<file path="src/rtl/menu_if.sv">
// Button/frame inputs and screen-control outputs between the game top and menu_ctl.
interface menu_if;
    logic       vblnk;
    logic       btn_up;
    logic       btn_down;
    logic       btn_enter;
    logic       btn_esc;
    logic       game_over;
    logic [1:0] screen_sel;
    logic [1:0] menu_item;
    logic       item_strobe;
    logic       game_start;
    logic       game_abort;
    logic       game_run;
    logic       paused;

    modport master (
        output vblnk, btn_up, btn_down, btn_enter, btn_esc, game_over,
        input  screen_sel, menu_item, item_strobe, game_start, game_abort, game_run, paused
    );

    modport slave (
        input  vblnk, btn_up, btn_down, btn_enter, btn_esc, game_over,
        output screen_sel, menu_item, item_strobe, game_start, game_abort, game_run, paused
    );
endinterface

</file>
<file path="src/rtl/menu_ctl.sv">
// Screen sequencer: MENU / PLAY / PAUSE / GAME_OVER with menu navigation, auto-repeat
// and frame-aligned screen selection for the VGA stream mux.
module menu_ctl #(
    parameter int unsigned MENU_ITEMS      = 3,
    parameter int unsigned REPEAT_FRAMES   = 15,
    parameter int unsigned GAMEOVER_FRAMES = 180
) (
    input  logic  clk,
    input  logic  rst,
    menu_if.slave bus
);
    localparam int unsigned CNT_W     = 8;
    localparam int unsigned BTN_UP    = 0;
    localparam int unsigned BTN_DN    = 1;
    localparam int unsigned BTN_ENTER = 2;
    localparam int unsigned BTN_ESC   = 3;
    localparam logic [1:0]       ITEM_LAST = 2'(MENU_ITEMS - 1);
    localparam logic [CNT_W-1:0] REP_LAST  = CNT_W'(REPEAT_FRAMES - 1);
    localparam logic [CNT_W-1:0] OVER_LIM  = CNT_W'(GAMEOVER_FRAMES);

    // Encoding doubles as the screen-select code.
    typedef enum logic [1:0] {
        ST_MENU  = 2'd0,
        ST_PLAY  = 2'd1,
        ST_PAUSE = 2'd2,
        ST_OVER  = 2'd3
    } state_t;

    state_t           state_q, state_d;
    logic [1:0]       menu_item_q, menu_item_d;
    logic [1:0]       screen_sel_q, screen_sel_d;
    logic [CNT_W-1:0] rep_cnt_q, rep_cnt_d;
    logic [CNT_W-1:0] over_cnt_q, over_cnt_d;
    logic [3:0]       btn_q, btn_d;
    logic             vblnk_q, vblnk_d;
    logic             item_strobe_q, item_strobe_d;
    logic             game_start_q, game_start_d;
    logic             game_abort_q, game_abort_d;
    logic             game_run_q, game_run_d;
    logic             paused_q, paused_d;

    logic [3:0]       press;
    logic             frame_tick;
    logic             step_up;
    logic             step_dn;

    always_comb begin
        btn_d      = {bus.btn_esc, bus.btn_enter, bus.btn_down, bus.btn_up};
        vblnk_d    = bus.vblnk;
        frame_tick = vblnk_d & ~vblnk_q;
        press      = btn_d & ~btn_q;

        state_d       = state_q;
        menu_item_d   = menu_item_q;
        rep_cnt_d     = '0;
        over_cnt_d    = '0;
        item_strobe_d = 1'b0;
        game_start_d  = 1'b0;
        game_abort_d  = 1'b0;
        step_up       = 1'b0;
        step_dn       = 1'b0;
        screen_sel_d  = frame_tick ? 2'(state_q) : screen_sel_q;

        unique case (state_q)
            ST_MENU: begin
                if (press[BTN_ENTER]) begin
                    if (menu_item_q == 2'd0) begin
                        state_d      = ST_PLAY;
                        game_start_d = 1'b1;
                    end else begin
                        item_strobe_d = 1'b1;
                    end
                end else if (press[BTN_UP] != press[BTN_DN]) begin
                    step_up = press[BTN_UP];
                    step_dn = press[BTN_DN];
                end
                // Auto-repeat only runs while exactly one direction is held with no new edge.
                if ((press == 4'd0) && (btn_d[BTN_UP] ^ btn_d[BTN_DN])) begin
                    if (!frame_tick) begin
                        rep_cnt_d = rep_cnt_q;
                    end else if (rep_cnt_q >= REP_LAST) begin
                        step_up = btn_d[BTN_UP];
                        step_dn = btn_d[BTN_DN];
                    end else begin
                        rep_cnt_d = rep_cnt_q + CNT_W'(1);
                    end
                end
                if (step_up) begin
                    menu_item_d = (menu_item_q == 2'd0) ? ITEM_LAST : menu_item_q - 2'd1;
                end else if (step_dn) begin
                    menu_item_d = (menu_item_q == ITEM_LAST) ? 2'd0 : menu_item_q + 2'd1;
                end
            end
            ST_PLAY: begin
                if (bus.game_over) begin
                    state_d = ST_OVER;
                end else if (press[BTN_ESC]) begin
                    state_d = ST_PAUSE;
                end
            end
            ST_PAUSE: begin
                if (press[BTN_ESC]) begin
                    state_d = ST_PLAY;
                end else if (press[BTN_ENTER]) begin
                    state_d      = ST_MENU;
                    game_abort_d = 1'b1;
                    menu_item_d  = 2'd0;
                end
            end
            ST_OVER: begin
                over_cnt_d = (frame_tick && (over_cnt_q != '1)) ? over_cnt_q + CNT_W'(1) : over_cnt_q;
                // Enter only skips once a frame has passed, so a press carried over from PLAY is ignored.
                if ((over_cnt_q >= OVER_LIM) || (press[BTN_ENTER] && (over_cnt_q != '0))) begin
                    state_d     = ST_MENU;
                    menu_item_d = 2'd0;
                end
            end
        endcase

        game_run_d = (state_d == ST_PLAY);
        paused_d   = (state_d == ST_PAUSE);
    end

    always_ff @(posedge clk) begin
        if (rst) begin
            state_q       <= ST_MENU;
            menu_item_q   <= 2'd0;
            screen_sel_q  <= 2'd0;
            rep_cnt_q     <= '0;
            over_cnt_q    <= '0;
            btn_q         <= 4'hF;
            vblnk_q       <= 1'b1;
            item_strobe_q <= 1'b0;
            game_start_q  <= 1'b0;
            game_abort_q  <= 1'b0;
            game_run_q    <= 1'b0;
            paused_q      <= 1'b0;
        end else begin
            state_q       <= state_d;
            menu_item_q   <= menu_item_d;
            screen_sel_q  <= screen_sel_d;
            rep_cnt_q     <= rep_cnt_d;
            over_cnt_q    <= over_cnt_d;
            btn_q         <= btn_d;
            vblnk_q       <= vblnk_d;
            item_strobe_q <= item_strobe_d;
            game_start_q  <= game_start_d;
            game_abort_q  <= game_abort_d;
            game_run_q    <= game_run_d;
            paused_q      <= paused_d;
        end
    end

    assign bus.screen_sel  = screen_sel_q;
    assign bus.menu_item   = menu_item_q;
    assign bus.item_strobe = item_strobe_q;
    assign bus.game_start  = game_start_q;
    assign bus.game_abort  = game_abort_q;
    assign bus.game_run    = game_run_q;
    assign bus.paused      = paused_q;
endmodule
</file>
<file path="src/flat_wrapper.sv">
// flat-port wrapper written by rule: the top's interface ports become plain ports
module menu_ctl_flat 
#(
    parameter int unsigned MENU_ITEMS      = 3,
    parameter int unsigned REPEAT_FRAMES   = 15,
    parameter int unsigned GAMEOVER_FRAMES = 180
)
  (clk, rst, bus_vblnk, bus_btn_up, bus_btn_down, bus_btn_enter, bus_btn_esc, bus_game_over, bus_screen_sel, bus_menu_item, bus_item_strobe, bus_game_start, bus_game_abort, bus_game_run, bus_paused);
  menu_if bus_i ();
  input  logic clk;
  input  logic rst;
  input wire logic [$bits(bus_i.vblnk)-1:0] bus_vblnk;
  input wire logic [$bits(bus_i.btn_up)-1:0] bus_btn_up;
  input wire logic [$bits(bus_i.btn_down)-1:0] bus_btn_down;
  input wire logic [$bits(bus_i.btn_enter)-1:0] bus_btn_enter;
  input wire logic [$bits(bus_i.btn_esc)-1:0] bus_btn_esc;
  input wire logic [$bits(bus_i.game_over)-1:0] bus_game_over;
  output wire logic [$bits(bus_i.screen_sel)-1:0] bus_screen_sel;
  output wire logic [$bits(bus_i.menu_item)-1:0] bus_menu_item;
  output wire logic [$bits(bus_i.item_strobe)-1:0] bus_item_strobe;
  output wire logic [$bits(bus_i.game_start)-1:0] bus_game_start;
  output wire logic [$bits(bus_i.game_abort)-1:0] bus_game_abort;
  output wire logic [$bits(bus_i.game_run)-1:0] bus_game_run;
  output wire logic [$bits(bus_i.paused)-1:0] bus_paused;
  assign bus_i.vblnk = bus_vblnk;
  assign bus_i.btn_up = bus_btn_up;
  assign bus_i.btn_down = bus_btn_down;
  assign bus_i.btn_enter = bus_btn_enter;
  assign bus_i.btn_esc = bus_btn_esc;
  assign bus_i.game_over = bus_game_over;
  assign bus_screen_sel = bus_i.screen_sel;
  assign bus_menu_item = bus_i.menu_item;
  assign bus_item_strobe = bus_i.item_strobe;
  assign bus_game_start = bus_i.game_start;
  assign bus_game_abort = bus_i.game_abort;
  assign bus_game_run = bus_i.game_run;
  assign bus_paused = bus_i.paused;
  menu_ctl #(.MENU_ITEMS(MENU_ITEMS), .REPEAT_FRAMES(REPEAT_FRAMES), .GAMEOVER_FRAMES(GAMEOVER_FRAMES)) u_core (.clk(clk), .rst(rst), .bus(bus_i));
endmodule
</file>
<file path="config.mk">
export PLATFORM = sky130hd
export DESIGN_NAME = menu_ctl_flat
export DESIGN_NICKNAME = d
export VERILOG_FILES = /design/src/rtl/menu_if.sv /design/src/rtl/menu_ctl.sv /design/src/flat_wrapper.sv
export SDC_FILE = /design/constraint.sdc
export NUM_CORES = 1
export LEC_CHECK = 0
export ABC_AREA = 1
export BUFFER_PORTS_ARGS = -buffer_cell sky130_fd_sc_hd__buf_4
export CORE_ASPECT_RATIO = 0.9
export CORE_MARGIN = 5
export CORE_UTILIZATION = 25
export DETAILED_ROUTE_END_ITERATION = 10
export HOLD_SLACK_MARGIN = 0.03
export SLEW_MARGIN = 20
export SYNTH_ARGS = -nofsm -noshare
export SYNTH_HDL_FRONTEND = slang
export SYNTH_SLANG_ARGS = --single-unit
</file>
<file path="constraint.sdc">
create_clock -name clk -period 2.8 [get_ports clk]
set_input_delay 0.42 -clock clk [delete_from_list [all_inputs] [get_ports clk]]
set_output_delay 0.42 -clock clk [all_outputs]
set_load 0.02 [all_outputs]
</file>
Yosys cells after proc, flatten, opt, wreduce, memory -nomap -nowiden
Cells that the tools add are included.

Register bits: 32. Input bits: 8. Output and inout bits: 9. Logic and storage cells: 86.

$add $sub $neg: 4. Magnitude comparators: 2. Equality and inequality tests: 12. Multiplexer cells: 32. Bitwise operators: 10. Reduce and logical (&&, ||, !) cells: 14.

Operators by type and width (number): $mux W2 (14); $add A8 B1 Y8 const B (2); $mux W1 (15); $reduce_or A3 Y1 (3); $eq A2 B2 Y1 const B (4); $ge A8 B4 Y1 const B (1); $ge A8 B8 Y1 const B (1); $mux W8 (1); $ne A8 B8 Y1 const B (1); $pmux W2 S4 (1); $reduce_bool A8 Y1 (1); $not A1 Y1 (6); $pmux W2 S3 (1); $reduce_and A5 Y1 (1); $and A4 B4 Y4 (1); $eq A2 B1 Y1 const B (2); $logic_not A2 Y1 (2); $logic_not A4 Y1 (1); $ne A2 B1 Y1 const B (2); $not A4 Y4 (1); $logic_and A1 B1 Y1 (3); $ne A3 B3 Y1 const B (1); $reduce_bool A3 Y1 (1); $add A2 B1 Y2 const B (1); other kinds (7) (7).

Longest topological paths before layout
Gate-level depths: netlist (run 1).

Depth after elaboration: 12. Depth in mapped cells: 13. Depth with buffers taken out: 13.

Worst setup path before layout (run 1)
No wires, ideal clock.

Path type: input-to-reg. From: input port bus_vblnk. To: register u_core.menu_item_q[0], in the netlist u_core.bus.menu_item[0]. Setup time: 0.113 ns. Arrival: 1.391 ns. Data required time: 2.687 ns. Slack: 1.296 ns. Stages on the path: 11. Buffers on the path: 1. Cells stage by stage: inv_1 -> or2_0 -> buf_6 -> nor2_1 -> nand3_1 -> nand2_1 -> nand2_1 -> nand2_1 -> nor2_1 -> nor2_1 -> nor2_1.

Cells in the longest elaborated chain, start to end: 6. Elaborated cells on any way between the ends: 11. Those cells by class: eq/ne (1); mux (8); bitwise (1); reduce/logical (1).

Ends and longest elaborated chain: from (decl) (RTL line flat_wrapper.sv:12) `input wire logic [$bits(bus_i.vblnk)-1:0] bus_vblnk;`; $and A1 B1 Y1 (*) (RTL line menu_ctl.sv:50) `frame_tick = vblnk_d & ~vblnk_q;`; $mux W1 (RTL line menu_ctl.sv:79) `if (!frame_tick) begin`; $mux W1 (RTL line menu_ctl.sv:78) `if ((press == 4'd0) && (btn_d[BTN_UP] ^ btn_d[BTN_DN])) begin`; $mux W1 (RTL line menu_ctl.sv:64) `unique case (state_q)`; $ne A3 B3 Y1 (no source line) / $mux W2 (equally long branches); $reduce_and A5 Y1 (no source line) / $pmux W2 S3 (equally long branches); to (signal assigned) (RTL line menu_ctl.sv:140) `menu_item_q <= menu_item_d;`; to (decl) (RTL line menu_ctl.sv:30) `logic [1:0] menu_item_q, menu_item_d;`.

Mark *: on every way between the ends. The rest lies on a longest branch, timed or not. The select of a mux whose other input is x is not followed. A chain may end at the register's enable or synchronous reset.

Worst setup path in the final report (run 1)
From: register u_core.vblnk_q. To: register u_core.menu_item_q[0], in the netlist u_core.bus.menu_item[0].

Cells in the longest elaborated chain, start to end: 7. Elaborated cells on any way between the ends: 12. Those cells by class: eq/ne (1); mux (8); bitwise (2); reduce/logical (1).

Ends and longest elaborated chain: from (decl) (RTL line menu_ctl.sv:35) `logic vblnk_q, vblnk_d;`; from (signal assigned) (RTL line menu_ctl.sv:145) `vblnk_q <= vblnk_d;`; $not A1 Y1 (*) (RTL line menu_ctl.sv:50); $and A1 B1 Y1 (*) (RTL line menu_ctl.sv:50); $mux W1 (RTL line menu_ctl.sv:79); $mux W1 (RTL line menu_ctl.sv:78); $mux W1 (RTL line menu_ctl.sv:64); $ne A3 B3 Y1 (no source line) / $mux W2 (equally long branches); $reduce_and A5 Y1 (no source line) / $pmux W2 S3 (equally long branches).

Marks and branches as above.

==> flow_metrics.env, run 1 <==
export IMPL_status="complete, no violations"
export IMPL_grt_pass1_wl_um=5510
export IMPL_synth_largest_area_cell="dfxtp_1"
export IMPL_portBuffers=16
export IMPL_drc=0
export IMPL_start_util=0.255
export IMPL_ys_warn_count=0
export IMPL_num_vias=1309
export IMPL_die_w_um=92.8
export IMPL_rows=27
export IMPL_setup_slack_ns=1.21
export IMPL_crit_path_cell_trace="or2_0 -> nor2_1 -> nand3_1 -> nand2_1 -> nand2_1 -> nand2_1 -> nor2_1 -> nor2_1 -> nor2_1"
export IMPL_crit_fanout=8
export IMPL_grt_max_degree=13
export IMPL_dieArea_um2=7840
export IMPL_layout_commonest_cell="nand2_1"
export IMPL_htreeDepth=2
export IMPL_synth_nets=231
export IMPL_setup_tns_ns=0
export IMPL_cts_tree="built"
export IMPL_critPathRequiredTime_ns=2.99
export IMPL_worst_pin_slew_ns=0.494
export IMPL_cts_buffer_depth=2
export IMPL_arrival_ns=1.78
export IMPL_ys_top_cells_by_area="dfxtp_1, nand2_1, inv_1, nor2_1, ha_1"
export IMPL_r2r_cells=9
export IMPL_globalRouteTotalUtil=0.0880
export IMPL_diodes=0
export IMPL_cp_buffers_inverters=0
export IMPL_min_period_over_period=0.569
export IMPL_synth_top_area_frac=0.415
export IMPL_avgViaCountPerCell=4.25
export IMPL_max_cap_viol_count=0
export IMPL_clk_latency_ns=0.29
export IMPL_dp_slack_ns=0.973
export IMPL_power_density_nw_per_um2=527
export IMPL_dr_pass1_iters=4
export IMPL_seqCellArea_um2=641
export IMPL_multiInputGateArea_um2=748
export IMPL_drtIter0Drc=84
export IMPL_reg2reg_slack_ns=1.21
export IMPL_syn_to_final_growth_pct=18.4
export IMPL_root_buffer="clkbuf_8"
export IMPL_max_freq_mhz=627
export IMPL_antenna_found_initial=0
export IMPL_cts_made_buffers=5
export IMPL_worstHoldPathCells=3
export IMPL_grt_setup_unrepaired="false"
export IMPL_synth_compound_area_frac=0.103
export IMPL_antenna_left=0
export IMPL_min_period_ns=1.59
export IMPL_post_synth_cell_area_avg_um2=7.18
export IMPL_crit_path_top_delay_cell="or2_0"
export IMPL_hold_viol=0
export IMPL_whs_ns=0.312
export IMPL_gr_total_overflow=0
export IMPL_worstReg2RegStart="u_core.vblnk_q"
export IMPL_io_pins=17
export IMPL_skew_ns=0.00368
export IMPL_synth_area_mux_share=0
export IMPL_dpl_hpwl_um=2270
export IMPL_ys_types=25
export IMPL_path_clk_slew_ns=0.07
export IMPL_cellLeakagePower_uw=0.000813
export IMPL_syn_instance_count=215
export IMPL_synth_seq_cells=32
export IMPL_die_y_um=84.5
export IMPL_max_stage_delay_ns=0.38
export IMPL_grt_pass1_vias=1309
export IMPL_wl_um=2970
export IMPL_ctsHoldBuffers=0
export IMPL_slew_headroom=0.671
export IMPL_hp_start="bus_vblnk"
export IMPL_setup_viol=0
export IMPL_maxSlewViolCount=0
export IMPL_nFillCells=633
export IMPL_critPathKind="flop to flop"
export IMPL_hold_path_endpoint="u_core.vblnk_q"
export IMPL_start_kind="flop"
export IMPL_wl_per_cell_um=9.64
export IMPL_fin_nets=251
export IMPL_cts_sinks=32
export IMPL_ir_worst_vdd_mv=0.212
export IMPL_postCtsSetupRepairBufs=0
export IMPL_core_region_area_um2=6050
export IMPL_syn_area_um2=1540
export IMPL_cts_resized=0
export IMPL_cpLargestDelayFamily="simple AND/OR/NAND/NOR gates"
export IMPL_r2r_end="u_core.bus.menu_item[0]"
export IMPL_critPathCaptureType="flop"
export IMPL_place_gp_congestion=0.775
export IMPL_drive_gt1_frac=0.136
export IMPL_yosysSeqAreaShare=0.415
export IMPL_synth_xor_area_frac=0.0227
export IMPL_synth_adder_area_share=0.0649
export IMPL_synth_simple_gate_area_share=0.294
export IMPL_worst_path_most_repeated_cell="nor2_1"
export IMPL_mostFrequentLayoutCells="nand2_1, inv_1, nor2_1"
export IMPL_synth_top_family_by_area="simple AND/OR/NAND/NOR gates"
export IMPL_min_path_type="primary input to flop"
## tightest hold or removal path: stages
cell and delay [ns]:
buf_4 0.08, inv_1 0.03, nand2_1 0.04
## power breakdown
group	leakage, µW	switching [µW]	internal, µW	total (µW)
clock network	0.0000510	168	196	364
logic	0.000502	73.5	46.3	120
registers	0.000260	8.26	470	479
total	0.000813	250	712	962
## synthesized netlist by cell type
cell type and number:
inv_2 2, or2_2 1, nor2_1 34, xnor2_1 1, buf_6 1, xor2_1 3
nand2_4 1, inv_1 34, dfxtp_1 32, nor3_1 4, o21a_1 1, nand3_1 11
a21oi_4 1, nand4_1 5, o2111ai_1 1, o21ai_0 11, nor3_4 1, or2_1 1
clkbuf_1 2, nand2_1 43, o22ai_1 1, a21oi_1 13, nor2_2 2, or2_0 1
ha_1 8
## final cells by class
class	instances	share of cell area
Clock buffer	6	0.0452
Timing Repair Buffer	16	0.0658
Inverter	36	0.0740
Clock inverter	2	0.00548
Sequential cell	32	0.351
Multi-Input combinational cell	144	0.410
Tap cell	72	0.0493
## metrics by stage
step / total power (µW) / cell area, µm² / util / std cells
5_1_grt: 1020 / 1830 / 0.302 / 308
2_1_floorplan: 571 / 1540 / - / 215
3_3_place_gp: 609 / 1730 / 0.287 / 300
3_5_place_dp: 610 / 1730 / 0.287 / 300
6_report: 962 / 1830 / 0.302 / 308
4_1_cts: 981 / 1830 / 0.302 / 308
## routing by layer
layer / vias to the layer above / part of all wire / track usage
met2: 18 / 0.44 / 0.140
met4: 0 / 0.024 / 0.0479
li1: 708 / - / -
met5: - / 0 / 0
met1: 575 / 0.49 / 0.101
met3: 8 / 0.041 / 0.0341
## state kept, by name, indices dropped and copies added, names as in the netlist
name,count
u_core.bus.paused,1
u_core.vblnk_q,1
u_core.over_cnt_q,8
u_core.state_q,2
u_core.btn_q,4
u_core.bus.game_run,1
u_core.bus.game_start,1
u_core.rep_cnt_q,8
u_core.bus.menu_item,2
u_core.bus.game_abort,1
u_core.bus.item_strobe,1
u_core.bus.screen_sel,2
## cell families after synthesis
| group | Yosys count |
|---|---|
| DFF | 32 |
| xor gates and xnor gates | 4 |
| buffers and inverters | 39 |
| and+or+nand+nor | 104 |
| adders and majority gates | 8 |
| AOI/OAI and AO/OA | 28 |
## worst max path at each step
stage | start | end | slack, ns | cells past startpoint
after floorplan | bus_vblnk | u_core.bus.menu_item[0] | 1.30 | 11
final | u_core.vblnk_q | u_core.bus.menu_item[0] | 1.21 | 9
after CTS | u_core.vblnk_q | u_core.bus.menu_item[0] | 1.20 | 9
after global placement | bus_vblnk | u_core.bus.menu_item[0] | 1.00 | 11
after detailed placement | bus_vblnk | u_core.bus.menu_item[0] | 0.97 | 11
after global routing | u_core.rep_cnt_q[0] | u_core.bus.menu_item[1] | 0.97 | 13
(Power assumes the default switching activity.)
==> run 2, diff against run 1 <==
--- a/config.mk
+++ b/config.mk
@@ -5,7 +5,7 @@
 export SDC_FILE = /design/constraint.sdc
 export NUM_CORES = 1
 export LEC_CHECK = 0
-export ABC_AREA = 1
+export ABC_AREA = 0
 export BUFFER_PORTS_ARGS = -buffer_cell sky130_fd_sc_hd__buf_4
 export CORE_ASPECT_RATIO = 0.9
 export CORE_MARGIN = 5
==> constraint.sdc (replaced) <==
create_clock -name clk -period 1.4 [get_ports clk]
set_input_delay 0.21 -clock clk [delete_from_list [all_inputs] [get_ports clk]]
set_output_delay 0.21 -clock clk [all_outputs]
set_load 0.02 [all_outputs]
==> flow_metrics.env, run 2 <==
export IMPL_status="finished with violations"
export IMPL_violations="negative setup slack"
export IMPL_post_synth_cell_area_avg_um2=9.17
export IMPL_top_usage_layer="met2"
export IMPL_start_util=0.253
export IMPL_portBuffers=16
export IMPL_fin_nets=242
export IMPL_cellLeakagePower_uw=0.000889
export IMPL_grt_pass1_vias=1323
export IMPL_yosysSeqAreaShare=0.418
export IMPL_num_vias=1331
export IMPL_syn_to_final_growth_pct=46.1
export IMPL_wl_um=3530
export IMPL_layout_commonest_cell="buf_4"
export IMPL_arrival_ns=1.72
export IMPL_grt_util_met3=0.0349
export IMPL_drtIter0Drc=38
export IMPL_synth_most_common_cell="dfxtp_1"
export IMPL_dieArea_um2=7790
export IMPL_yosys_top_cells_count="dfxtp_1, nor2_1, xor2_1, ha_1, nand2_1"
export IMPL_die_w_um=92.5
export IMPL_clk_latency_ns=0.28
export IMPL_place_inst=290
export IMPL_synth_largest_area_cell="dfxtp_1"
export IMPL_avgViaCountPerCell=4.45
export IMPL_place_area_um2=2050
export IMPL_synth_nets=183
export IMPL_drive_gt1_frac=0.423
export IMPL_hold_viol=0
export IMPL_dr_pass1_iters=4
export IMPL_fin_cells=299
export IMPL_path_clk_slew_ns=0.07
export IMPL_min_path_type="primary input to flop"
export IMPL_min_period_over_period=1.11
export IMPL_syn_instance_count=167
export IMPL_cts_made_buffers=5
export IMPL_root_buffer="clkbuf_8"
export IMPL_slew_headroom=0.692
export IMPL_maxSlewViolCount=0
export IMPL_use_met1=0.128
export IMPL_worst_pin_slew_ns=0.459
export IMPL_synth_edf_count=0
export IMPL_setup_viol=13
export IMPL_grt_setup_unrepaired="true"
export IMPL_place_gp_congestion=0.762
export IMPL_min_period_ns=1.56
export IMPL_drc=0
export IMPL_ys_types=37
export IMPL_critPathRequiredTime_ns=1.56
export IMPL_ys_warn_count=0
export IMPL_antenna_left=0
export IMPL_start_kind="flop"
export IMPL_synthFlopType="dfxtp_1"
export IMPL_grt_use_met2=0.143
export IMPL_max_freq_mhz=642
export IMPL_async_reset_ff_frac=0
export IMPL_ir_worst_vdd_mv=0.344
export IMPL_cts_buffer_depth=2
export IMPL_power_density_nw_per_um2=972
export IMPL_synth_top_area_frac=0.418
export IMPL_max_cap_viol_count=0
export IMPL_antenna_found_initial=0
export IMPL_diodes=0
export IMPL_setup_slack_ns=-0.158
export IMPL_seqCellArea_um2=654
export IMPL_ys_top_cells_by_area="dfxtp_1, ha_1, nor2_1, xor2_1, or2_2"
export IMPL_syn_area_um2=1530
export IMPL_htreeDepth=2
export IMPL_synth_seq_cells=32
export IMPL_core_region_area_um2=6050
export IMPL_skew_ns=0.00612
export IMPL_critPathKind="flop to flop"
export IMPL_fin_area_um2=2240
export IMPL_cts_tree="built"
export IMPL_top_regs="u_core.over_cnt_q x8, u_core.rep_cnt_q x8, u_core.btn_q x4"
export IMPL_gr_total_overflow=0
export IMPL_grt_pass1_wl_um=6070
export IMPL_multiInputGateArea_um2=960
export IMPL_dpl_hpwl_um=2620
export IMPL_io_pins=17
export IMPL_critPathCaptureType="flop"
export IMPL_mostFrequentLayoutCells="buf_4, dfxtp_1, nor2_1"
export IMPL_crit_fanout=4
export IMPL_power_uw=2170
export IMPL_rows=27
export IMPL_globalRouteTotalUtil=0.0956
export IMPL_cts_sinks=32
export IMPL_nFillCells=612
export IMPL_grt_max_degree=11
export IMPL_wl_per_cell_um=11.8
export IMPL_die_y_um=84.3
run 2: cell count changes in the layout (fill, tap and decap cells not counted), sizes merged, moves of 8 or more:
| cell | previous run | this run |
|---|---|---|
| a21oi | 14 | 5 |
| o21ai | 11 | 3 |
| inv | 36 | 6 |
| nor2 | 36 | 25 |
| nand2 | 44 | 8 |
| buf | 16 | 55 |
| nand3 | 11 | 3 |
run 2: worst paths after layout:
kind	startpoint	end	slack, ns	cells after the start
max	u_core.rep_cnt_q[0]	u_core.bus.menu_item[0]	-0.16	8
min	bus_btn_enter	u_core.btn_q[2]	0.13	2
max reg2reg	u_core.rep_cnt_q[0]	u_core.bus.menu_item[0]	-0.16	8
min reg2reg	u_core.bus.screen_sel[1]	u_core.bus.screen_sel[1]	0.47	2
run 2: power by group:
group | internal, µW | total, µW | switching [µW]
combinational | 248 | 478 | 230
clock | 401 | 731 | 330
sequential | 947 | 965 | 18.6
total | 1600 | 2170 | 579
run 2: final cells by class:
class | instances | area share
well taps | 72 | 0.0403
repair buffers | 55 | 0.188
flip-flops and latches | 32 | 0.293
multi-input cells | 126 | 0.429
inverters | 6 | 0.0101
clock buffers | 8 | 0.0403
run 2: cells by family after synthesis:
logic type               synth area share
buffers and inverters              0.0221
adder cells (fa/ha/maj)            0.0654
XOR/XNOR                           0.0743
flip-flops                          0.418
multiplexers                       0.0131
AO/OA/AOI/OAI                       0.123
AND/OR/NAND/NOR                     0.284
run 2: per-stage QoR:
step / hold slack, ns / setup WS (ns) / setup TNS [ns] / util
2_1_floorplan: 0.282 / -0.0537 / -0.0755 / -
3_3_place_gp: 0.414 / -0.115 / -1.33 / 0.339
3_5_place_dp: 0.417 / -0.128 / -1.41 / 0.339
4_1_cts: 0.123 / -0.127 / -1.02 / 0.359
5_1_grt: 0.126 / -0.287 / -3.04 / 0.370
6_report: 0.131 / -0.158 / -1.32 / 0.370
run 2: metal layers:
metal	vias up	part of all wire
met5	-	0
met4	0	0.0099
met3	4	0.052
met2	19	0.43
met1	605	0.50
li1	703	-
run 2: critical path, cell delays in order (launching register included):
cell and delay (ns):
dfxtp_4 0.35, inv_2 0.03, ha_2 0.16, o211ai_1 0.18
a21oi_2 0.11, buf_4 0.15, a21oi_4 0.14, mux2i_1 0.23
o32ai_2 0.10
run 2: timing repair:
| action | 4_1_cts | 5_1_grt |
|---|---|---|
| setup buffers | 0 | 1 |
| endpoints found under the setup margin | 20 | 21 |
| hold buffers | 0 | 0 |
| pin swaps | 7 | 6 |
| gates resized for setup | 5 | 16 |
==> run 3, diff against run 2 <==
--- a/config.mk
+++ b/config.mk
@@ -12,6 +12,7 @@
 export CORE_UTILIZATION = 25
 export DETAILED_ROUTE_END_ITERATION = 10
 export HOLD_SLACK_MARGIN = 0.03
+export PLACE_DENSITY = 0.52
 export SLEW_MARGIN = 20
 export SYNTH_ARGS = -nofsm -noshare
 export SYNTH_HDL_FRONTEND = slang
==> flow_metrics.env, run 3 (synthesized netlist as in run 2, its figures left out) <==
export IMPL_crit_path_cell_trace="nor4_4 -> a31oi_2 -> a2111oi_4 -> or2_4 -> and3b_1"
export IMPL_cts_tree="built"
export IMPL_path_clk_slew_ns=0.06
export IMPL_layout_commonest_cell="buf_4"
export IMPL_p_sw_frac=0.263
export IMPL_antenna_left=0
export IMPL_die_w_um=92.5
export IMPL_gr_total_overflow=0
export IMPL_grt_pass1_wl_um=5890
export IMPL_worst_pin_slew_ns=0.408
export IMPL_whs_ns=0.142
export IMPL_reg2reg_slack_ns=-0.14
export IMPL_htreeDepth=2
export IMPL_cts_buffer_depth=2
export IMPL_dieArea_um2=7790
export IMPL_dr_pass1_iters=4
export IMPL_grt_pass1_vias=1292
export IMPL_top_regs="u_core.over_cnt_q x8, u_core.rep_cnt_q x8, u_core.btn_q x4"
export IMPL_crit_fanout=3
export IMPL_violations="negative setup slack"
export IMPL_place_area_um2=2070
export IMPL_setup_slack_ns=-0.142
export IMPL_min_period_over_period=1.10
export IMPL_antenna_found_initial=0
export IMPL_critPathCaptureType="flop"
export IMPL_slew_headroom=0.728
export IMPL_portBuffers=16
export IMPL_wl_um=3470
export IMPL_setup_tns_ns=-1.23
export IMPL_dpl_hpwl_um=2610
export IMPL_drc=0
export IMPL_mostFrequentLayoutCells="buf_4, dfxtp_1, nor2_1"
export IMPL_maxSlewViolCount=0
export IMPL_pwr_share_comb=0.212
export IMPL_cellLeakagePower_uw=0.000911
export IMPL_avgViaCountPerCell=4.45
export IMPL_worstHoldPathCells=2
export IMPL_syn_to_final_growth_pct=48.8
export IMPL_cts_made_buffers=5
export IMPL_r2r_end="u_core.bus.paused"
export IMPL_worstReg2RegStart="u_core.over_cnt_q[4]"
export IMPL_clk_latency_ns=0.28
export IMPL_arrival_ns=1.76
export IMPL_power_density_nw_per_um2=965
export IMPL_place_gp_congestion=0.743
export IMPL_fin_nets=245
export IMPL_pwr_share_seq=0.439
export IMPL_rows=27
export IMPL_start_util=0.253
export IMPL_max_freq_mhz=649
export IMPL_status="finished with violations"
export IMPL_skew_ns=0.00797
export IMPL_crit_path_top_delay_cell="dfxtp_4"
export IMPL_diodes=0
export IMPL_die_y_um=84.3
export IMPL_drtIter0Drc=41
export IMPL_grt_max_degree=13
export IMPL_hold_path_endpoint="u_core.btn_q[3]"
export IMPL_fin_area_um2=2280
export IMPL_power_uw=2200
export IMPL_r2r_cells=5
export IMPL_core_region_area_um2=6050
export IMPL_drive_gt1_frac=0.450
export IMPL_hold_viol=0
export IMPL_root_buffer="clkbuf_8"
export IMPL_min_period_ns=1.54
export IMPL_io_pins=17
export IMPL_wl_per_cell_um=11.5
export IMPL_cts_sinks=32
export IMPL_min_path_type="primary input to flop"
export IMPL_ir_worst_vdd_mv=0.458
export IMPL_critPathRequiredTime_ns=1.62
export IMPL_max_stage_delay_ns=0.36
export IMPL_cell_internal_pwr_uw=1620
export IMPL_max_cap_viol_count=0
export IMPL_start_kind="flop"
export IMPL_globalRouteTotalUtil=0.0939
export IMPL_num_vias=1339
export IMPL_clkPwrFrac=0.349
export IMPL_hp_start="bus_btn_esc"
export IMPL_critPathKind="flop to flop"
export IMPL_p_switching_uw=578
export IMPL_setup_viol=11
export IMPL_grt_setup_unrepaired="true"
==> run 3: layer usage <==
layer / wire length (µm) / track usage / part of all wire
met1: 1760 / 0.126 / 0.51
met5: 0 / 0 / 0
met2: 1510 / 0.139 / 0.43
met4: 27 / 0.0283 / 0.0078
met3: 171 / 0.0358 / 0.049
==> run 3: per-stage QoR <==
stage,utilization,setup WS (ns),cells
4_1_cts,0.365,-0.145,301
2_1_floorplan,-,-0.0537,167
6_report,0.377,-0.142,301
3_5_place_dp,0.343,-0.175,293
3_3_place_gp,0.343,-0.170,293
5_1_grt,0.377,-0.272,301
==> run 3: worst max path at each step <==
| stage | startpoint | depth (start not counted) | end |
|---|---|---|---|
| floorplan | u_core.over_cnt_q[0] | 6 | u_core.bus.menu_item[1] |
| global placement | u_core.rep_cnt_q[0] | 7 | u_core.bus.menu_item[1] |
| detailed placement | bus_btn_esc | 7 | u_core.bus.menu_item[0] |
| CTS | u_core.rep_cnt_q[0] | 7 | u_core.bus.menu_item[1] |
| global route | u_core.rep_cnt_q[0] | 7 | u_core.bus.menu_item[1] |
| finish | u_core.over_cnt_q[4] | 5 | u_core.bus.paused |
==> run 3: layout make-up <==
cell class | count | area [µm²]
multi-input combinational | 126 | 965
tap | 72 | 90.1
sequential | 32 | 654
inverter | 6 | 22.5
timing repair buffer | 58 | 450
clock buffer | 7 | 96.3
fill | 601 | 3770
==> run 3: power by group through the flow <==
stage,registers [µW],logic (µW),clock network (µW)
CTS,968,444,795
detailed placement,988,435,0
finish,965,466,767
global route,970,512,841
global placement,988,439,0
floorplan,1020,205,0
==> run 3: timing repair <==
item | 4_1_cts | 5_1_grt
hold buffers | 0 | 0
buffers inserted | 1 | 0
setup endpoints to repair | 19 | 20
pin swaps | 9 | 5
gates resized for setup | 6 | 18
==> run 3: worst max-delay path, delay by kind of cell (launching register included) <==
kind	cells	cell delay, ns
and+or+nand+nor	3	0.64
DFF	1	0.36
AOI/OAI and AO/OA	2	0.48
